### config.mk
export PLATFORM = sky130hd
export DESIGN_NAME = conv_layer_sequencer
export DESIGN_NICKNAME = d
export VERILOG_FILES = /design/src/rtl/conv_layer_sequencer_pkg.sv /design/src/rtl/sequencer_valid_pipe.sv /design/src/rtl/conv_layer_sequencer.sv
export SDC_FILE = /design/constraint.sdc
export NUM_CORES = 1
export LEC_CHECK = 0
export CORE_ASPECT_RATIO = 0.9
export CORE_UTILIZATION = 56
export CTS_BUF_LIST = sky130_fd_sc_hd__clkbuf_2 sky130_fd_sc_hd__clkbuf_4 sky130_fd_sc_hd__clkbuf_8
export DETAILED_ROUTE_END_ITERATION = 10
export PLACE_DENSITY = 0.86
export SLEW_MARGIN = 20
export SYNTH_ARGS = -nofsm -noshare
export SYNTH_HDL_FRONTEND = slang
export SYNTH_HIERARCHICAL = 1
export SYNTH_SLANG_ARGS = --single-unit
### constraint.sdc
create_clock -name clk -period 2.9 [get_ports clk]
set_clock_uncertainty 0.15 [all_clocks]
set_input_delay 0.29 -clock clk [delete_from_list [all_inputs] [get_ports clk]]
set_output_delay 0.29 -clock clk [all_outputs]
set_load 0.02 [all_outputs]
### src/rtl/conv_layer_sequencer_pkg.sv
// Shared constants and state encoding for the convolution layer sequencer.
// Defaults describe the production layer; instances may override them.
package conv_layer_sequencer_pkg;

  localparam int DEF_NUM_ONEMULT           = 4;
  localparam int DEF_OUT_FEATURE_WIDTH     = 8;
  localparam int DEF_NUM_ONE_PIXEL_CYCLE   = 13;
  localparam int DEF_PIPE_DEPTH            = 3;
  localparam int DEF_CYC_BITWIDTH          = 8;
  localparam int DEF_OUTPIXEL_BITWIDTH     = 12;
  localparam int DEF_NUM_MULTCOMP_BITWIDTH = 4;

  typedef enum logic [2:0] {
    ST_IDLE  = 3'd0,
    ST_LOAD  = 3'd1,
    ST_RUN   = 3'd2,
    ST_DRAIN = 3'd3,
    ST_DONE  = 3'd4
  } seq_state_e;

endpackage

### src/rtl/sequencer_valid_pipe.sv
// PIPE_DEPTH-deep 1-bit shift register that delays acc_last into result_valid.
// The synchronous active-low clear flushes every stage at once.
module sequencer_valid_pipe #(
  parameter int PIPE_DEPTH = 3
) (
  input  logic clk,
  input  logic clear_n,
  input  logic shift_en,
  input  logic din,
  output logic dout
);

  logic [PIPE_DEPTH-1:0] pipe_r;

  // shift stages toward the output while the MAC pipe advances
  always_ff @(posedge clk) begin
    if (!clear_n) begin
      pipe_r <= '0;
    end else if (shift_en) begin
      pipe_r[0] <= din;
      for (int i = 1; i < PIPE_DEPTH; i++) begin
        pipe_r[i] <= pipe_r[i-1];
      end
    end else begin
      pipe_r <= pipe_r;
    end
  end

  assign dout = pipe_r[PIPE_DEPTH-1];

endmodule

### src/rtl/conv_layer_sequencer.sv
// Sequences one convolution layer pass: waits for weights, steps every pixel of
// every output-map group, frames the accumulator and drains the MAC pipe.
module conv_layer_sequencer
  import conv_layer_sequencer_pkg::*;
#(
  parameter int NUM_ONEMULT           = DEF_NUM_ONEMULT,
  parameter int OUT_FEATURE_WIDTH     = DEF_OUT_FEATURE_WIDTH,
  parameter int NUM_ONE_PIXEL_CYCLE   = DEF_NUM_ONE_PIXEL_CYCLE,
  parameter int PIPE_DEPTH            = DEF_PIPE_DEPTH,
  parameter int CYC_BITWIDTH          = DEF_CYC_BITWIDTH,
  parameter int OUTPIXEL_BITWIDTH     = DEF_OUTPIXEL_BITWIDTH,
  parameter int NUM_MULTCOMP_BITWIDTH = DEF_NUM_MULTCOMP_BITWIDTH
) (
  input  logic                             clk,
  input  logic                             reset,
  input  logic                             start,
  input  logic                             wbuf_ready,
  input  logic                             stall,
  output logic                             agen_enable,
  output logic                             agen_reset,
  output logic                             acc_clear,
  output logic                             acc_last,
  output logic                             result_valid,
  output logic [OUTPIXEL_BITWIDTH-1:0]     pixel_idx,
  output logic [NUM_MULTCOMP_BITWIDTH-1:0] group_idx,
  output logic                             busy,
  output logic                             done
);

  localparam int PIX_PER_GROUP = OUT_FEATURE_WIDTH * OUT_FEATURE_WIDTH;
  localparam logic [CYC_BITWIDTH-1:0]          CYC_LAST   = CYC_BITWIDTH'(NUM_ONE_PIXEL_CYCLE - 1);
  localparam logic [CYC_BITWIDTH-1:0]          CYC_ONE    = CYC_BITWIDTH'(1);
  localparam logic [OUTPIXEL_BITWIDTH-1:0]     PIX_LAST   = OUTPIXEL_BITWIDTH'(PIX_PER_GROUP - 1);
  localparam logic [OUTPIXEL_BITWIDTH-1:0]     PIX_ONE    = OUTPIXEL_BITWIDTH'(1);
  localparam logic [NUM_MULTCOMP_BITWIDTH-1:0] GRP_LAST   = NUM_MULTCOMP_BITWIDTH'(NUM_ONEMULT - 1);
  localparam logic [NUM_MULTCOMP_BITWIDTH-1:0] GRP_ONE    = NUM_MULTCOMP_BITWIDTH'(1);
  // DRAIN is sized so that done lands with the final result_valid
  localparam bit                               HAS_DRAIN  = (PIPE_DEPTH > 1);
  localparam logic [CYC_BITWIDTH-1:0]          DRAIN_LAST = CYC_BITWIDTH'(HAS_DRAIN ? PIPE_DEPTH - 2 : 0);

  seq_state_e                       state_r;
  seq_state_e                       state_nxt_s;
  logic [CYC_BITWIDTH-1:0]          cyc_r;
  logic [CYC_BITWIDTH-1:0]          drain_r;
  logic [OUTPIXEL_BITWIDTH-1:0]     pixel_r;
  logic [NUM_MULTCOMP_BITWIDTH-1:0] group_r;
  logic                             run_en_s;
  logic                             first_s;
  logic                             last_s;
  logic                             pass_end_s;
  logic                             valid_s;
  logic                             pipe_clear_n_s;
  logic                             pipe_shift_s;

  // next-state decode and strobe generation
  always_comb begin
    run_en_s    = (state_r == ST_RUN) && !stall;
    first_s     = run_en_s && (cyc_r == '0);
    last_s      = run_en_s && (cyc_r == CYC_LAST);
    pass_end_s  = last_s && (pixel_r == PIX_LAST) && (group_r == GRP_LAST);
    state_nxt_s = state_r;
    case (state_r)
      ST_IDLE: begin
        if (start) state_nxt_s = ST_LOAD;
        else       state_nxt_s = ST_IDLE;
      end
      ST_LOAD: begin
        if (wbuf_ready) state_nxt_s = ST_RUN;
        else            state_nxt_s = ST_LOAD;
      end
      ST_RUN: begin
        if (pass_end_s) state_nxt_s = HAS_DRAIN ? ST_DRAIN : ST_DONE;
        else            state_nxt_s = ST_RUN;
      end
      ST_DRAIN: begin
        if (drain_r == DRAIN_LAST) state_nxt_s = ST_DONE;
        else                       state_nxt_s = ST_DRAIN;
      end
      ST_DONE:  state_nxt_s = ST_IDLE;
      default:  state_nxt_s = ST_IDLE;
    endcase
  end

  // state and loop counters; loop order is cyc -> pixel -> group
  always_ff @(posedge clk) begin
    if (!reset) begin
      state_r <= ST_IDLE;
      cyc_r   <= '0;
      drain_r <= '0;
      pixel_r <= '0;
      group_r <= '0;
    end else begin
      state_r <= state_nxt_s;
      case (state_r)
        ST_RUN: begin
          if (last_s) begin
            cyc_r <= '0;
            if (pixel_r == PIX_LAST) begin
              pixel_r <= '0;
              if (group_r == GRP_LAST) group_r <= '0;
              else                     group_r <= group_r + GRP_ONE;
            end else begin
              pixel_r <= pixel_r + PIX_ONE;
            end
          end else if (run_en_s) begin
            cyc_r <= cyc_r + CYC_ONE;
          end else begin
            cyc_r <= cyc_r;
          end
        end
        ST_DRAIN: drain_r <= drain_r + CYC_ONE;
        default: begin
          cyc_r   <= '0;
          drain_r <= '0;
          pixel_r <= '0;
          group_r <= '0;
        end
      endcase
    end
  end

  // the MAC pipe keeps moving under stall, so shifting ignores it
  assign pipe_shift_s   = (state_r == ST_RUN) || (state_r == ST_DRAIN);
  assign pipe_clear_n_s = reset && (state_r != ST_DONE);

  sequencer_valid_pipe #(
    .PIPE_DEPTH (PIPE_DEPTH)
  ) u_valid_pipe (
    .clk      (clk),
    .clear_n  (pipe_clear_n_s),
    .shift_en (pipe_shift_s),
    .din      (last_s),
    .dout     (valid_s)
  );

  assign agen_enable  = run_en_s;
  assign agen_reset   = (state_r == ST_IDLE) || (state_r == ST_DONE);
  assign acc_clear    = first_s;
  assign acc_last     = last_s;
  assign result_valid = valid_s;
  assign pixel_idx    = pixel_r;
  assign group_idx    = group_r;
  assign busy         = (state_r != ST_IDLE);
  assign done         = (state_r == ST_DONE);

endmodule

==> impl_metrics.py <==
metrics = {
    "outcome": {
        "status": "completed",
    },
    "critical_path": {
        "worst_r2r_endpoint": "pixel_idx[3]",
        "reg2reg_from": "cyc_r[0]",
        "cp_max_fo": 4,
        "crit_path_end_kind": "primary output",
        "worst-endpoint-arrival_ns": 2.34,
        "count_of_cells_along_the_worst_register_to_register_path": 7,
        "worstSetupStartpointType": "register",
        "timing.reg2reg.setup_slack_ns": 0.62,
        "required_ns": 2.46,
        "timing_worst_setup_path_type": "register to primary output",
    },
    "timing": {
        "timing.final.setup_violations": 0,
        "tightest_slew_ns": 0.551,
        "relSlewSlack_pct": 63.1,
        "final.period_utilization_pct": 95.7,
        "postLayoutSetupSlackWorst_ns": 0.125,
        "timing_max_transition_violations_final": 0,
        "period_minus_slack_ns": 2.78,
        "unrepaired_setup_endpoints_after_global_routing": "false",
        "fmaxAchievable_mhz": 360,
        "hold_viol_final": 0,
        "setup_total_negative_slack_ns": 0,
    },
    "clock_network": {
        "cts_hold_buffers": 0,
        "tritoncts": "done",
        "clock-sinks": 38,
        "post_cts.resized_instances": 0,
        "cts_post_setup_buffers_inserted": 0,
        "clockRootBuffer": "clkbuf_8",
        "worstSkewPairLatency_ns": 0.29,
        "cts_max_level": 2,
        "cts_inserted_buffers": 5,
        "cts_max_path_buffers": 2,
        "worst_setup_hold_path_clk_slew_ns": 0.07,
    },
    "placed_design": {
        "post-place-ws_ns": 0.213,
        "buffers_on_ports": 27,
        "place_congestion": 0.802,
        "place_area_um2": 2220,
        "hpwlAfterDp_mm": 2.87,
        "dpl.cell_count": 290,
    },
    "routing": {
        "post_drt_via_cell_ratio": 5.55,
        "wire_length_per_cell_um": 13.4,
        "routed-via-count": 1655,
        "postRouteWirelength_mm": 3.99,
        "first_iter_violations": 105,
        "drtPass1Iterations": 5,
        "drc_violation_count_after_routing": 0,
        "ant_nets": 0,
    },
    "global_route": {
        "grt_start_max_net_pins": 16,
        "grt_most_used_layer": "met2",
        "grtUsageMet2_pct": 36.7,
        "number_of_antenna_violations_at_the_first_check_in_global_routing": 0,
        "gr-total-overflow": 0,
        "first_pass_grt_wire_length_mm": 6.67,
        "global_route.usage.total_pct": 23.9,
        "grt_pass1_vias": 1444,
        "gr-usage-met1_pct": 32.2,
        "met3_usage_pct": 5.80,
    },
    "die": {
        "design.core.area_um2": 3140,
        "num_io_pins": 28,
        "initial_core_util_pct": 60.3,
        "die_area_um2": 3620,
        "dieHeight_um": 57.2,
        "rows": 19,
        "fp.dieW_um": 63.3,
    },
    "power_and_ir_drop": {
        "switchingPower_w": 0.000232,
        "p_int_w": 0.000760,
        "p_leak_nw": 0.787,
        "power_switching_share_pct": 23.3,
        "sequentialPowerShare_pct": 53.2,
        "vdd_drop_max_mv": 0.366,
        "power_density_over_cell_area_nw_per_um2": 428,
        "share_comb_of_total_power_pct": 8.8,
        "power_frac_clock_pct": 38.0,
    },
    "yosys": {
        "async_flop_share_pct": 0,
        "sequential_fraction_of_the_synthesis_area_pct": 40.2,
        "largest_area_contributor_in_the_netlist": "dfxtp_1",
        "post-synth-top-area-fraction_pct": 40.2,
        "netlist-cell-type-count": 43,
        "post_synth_instance_area_um2": 1890,
        "ys.flop_type": "dfxtp_1",
        "ys_seq_elements": 38,
        "yosys_warnings": 6,
        "postSynthCellCount": 223,
        "postSynthNetCount": 234,
        "syn_area_per_cell_um2": 8.49,
        "synth.area.top_cells": "dfxtp_1 (40%), xor2_1 (7.4%), nor2_1 (7.1%)",
        "synth_enable_flop_cells": 0,
    },
    "layout": {
        "final_cell_count_no_fill": 298,
        "postLayoutCellArea_um2": 2310,
        "antenna_cells_inserted": 0,
        "post-route-util_pct": 73.8,
        "layout.nets": 266,
        "flow.area_growth_from_synthesis_pct": 22.3,
        "layout-drive-gt1-share_pct": 8.20,
    },
    "min_path": {
        "source_of_the_worst_hold_timing_path": "cyc_r[1]",
        "hold_path_class": "register to register",
        "hold-path-endpoint": "cyc_r[1]",
        "worstHoldPathCells": 2,
    },
    "job": {
        "cap_violations": 0,
    },
}
[power by group through the flow]
stage | combinational [W] | sequential [W] | clock, W
2_1_floorplan | 0.0000599 | 0.000538 | 0
3_3_place_gp | 0.0000844 | 0.000540 | 0
3_5_place_dp | 0.0000853 | 0.000540 | 0
4_1_cts | 0.0000863 | 0.000528 | 0.000385
5_1_grt | 0.0000949 | 0.000528 | 0.000406
6_report | 0.0000870 | 0.000528 | 0.000377
[synthesized netlist by cell type, types with 4 or more instances]
library cell	number
nand4_1	8
nand2_1	24
a21oi_1	5
nand3_1	11
inv_1	7
or3_1	4
nor2_1	36
mux2i_1	5
nor4_1	6
dfxtp_1	38
xor2_1	16
xnor2_1	6
ha_1	6
clkbuf_1	4
[cells by family after synthesis]
family	Yosys count	share of synthesized area, %
flops	38	40.2
buf+inv	12	2.38
xor+xnor	22	10.2
mux	5	2.64
compound gates	21	7.60
simple gates	119	33.0
fa+ha+maj	6	3.97
[layout by cell type (no fill, tap or decap), drive strengths merged, types with 4 or more instances in the layout]
| master | count |
|---|---|
| nand2 | 26 |
| inv | 7 |
| clkbuf | 7 |
| xor2 | 16 |
| a21oi | 5 |
| o21ai | 4 |
| mux2i | 5 |
| nand3 | 11 |
| ha | 6 |
| nor4 | 6 |
| xnor2 | 6 |
| or3 | 4 |
| nand4 | 8 |
| clkdlybuf4s50 | 27 |
| nor2 | 36 |
| dfxtp | 38 |
[state kept, by name, summed over array words and instances (netlist names)]
name and count:
pixel_idx 12, u_valid_pipe/pipe_r 3, group_idx 4, state_r 3, cyc_r 8, drain_r 8
[worst max-delay path, cell delays in order (launching register included)]
cell and delay, ns:
dfxtp_1 0.31, inv_1 0.10, ha_1 0.16, or4b_4 0.50, nor3_1 0.29, clkdlybuf4s50_1 0.67
[routing by layer]
metal	routed length [µm]	up-vias
met3	170	9
met1	1990	764
met4	75	0
met2	1750	39
met5	0	-
li1	-	843
[through the flow]
stage | hold WS (ns) | power, W
global route | 0.365 | 0.00103
finish | 0.338 | 0.000992
CTS | 0.338 | 0.000999
global placement | 0.318 | 0.000624
floorplan | 0.285 | 0.000598
detailed placement | 0.328 | 0.000625
[layout make-up]
| cell class | instances | area [µm²] |
|---|---|---|
| clock buffer | 7 | 90.1 |
| clock inverter | 1 | 5.00 |
| fill | 250 | 823 |
| multi-input combinational | 173 | 1090 |
| inverter | 7 | 26.3 |
| timing repair buffer | 30 | 293 |
| sequential | 38 | 761 |
| tap | 42 | 52.6 |
[worst max-delay path by stage]
stage,end,depth (start not counted),from
5_1_grt,acc_last,5,cyc_r[0]
6_report,acc_last,5,cyc_r[0]
3_5_place_dp,acc_last,4,stall
2_1_floorplan,u_valid_pipe/pipe_r[0],6,cyc_r[0]
3_3_place_gp,acc_last,4,stall
4_1_cts,acc_last,5,cyc_r[0]
Note: power is estimated with default switching activity, not from simulation.
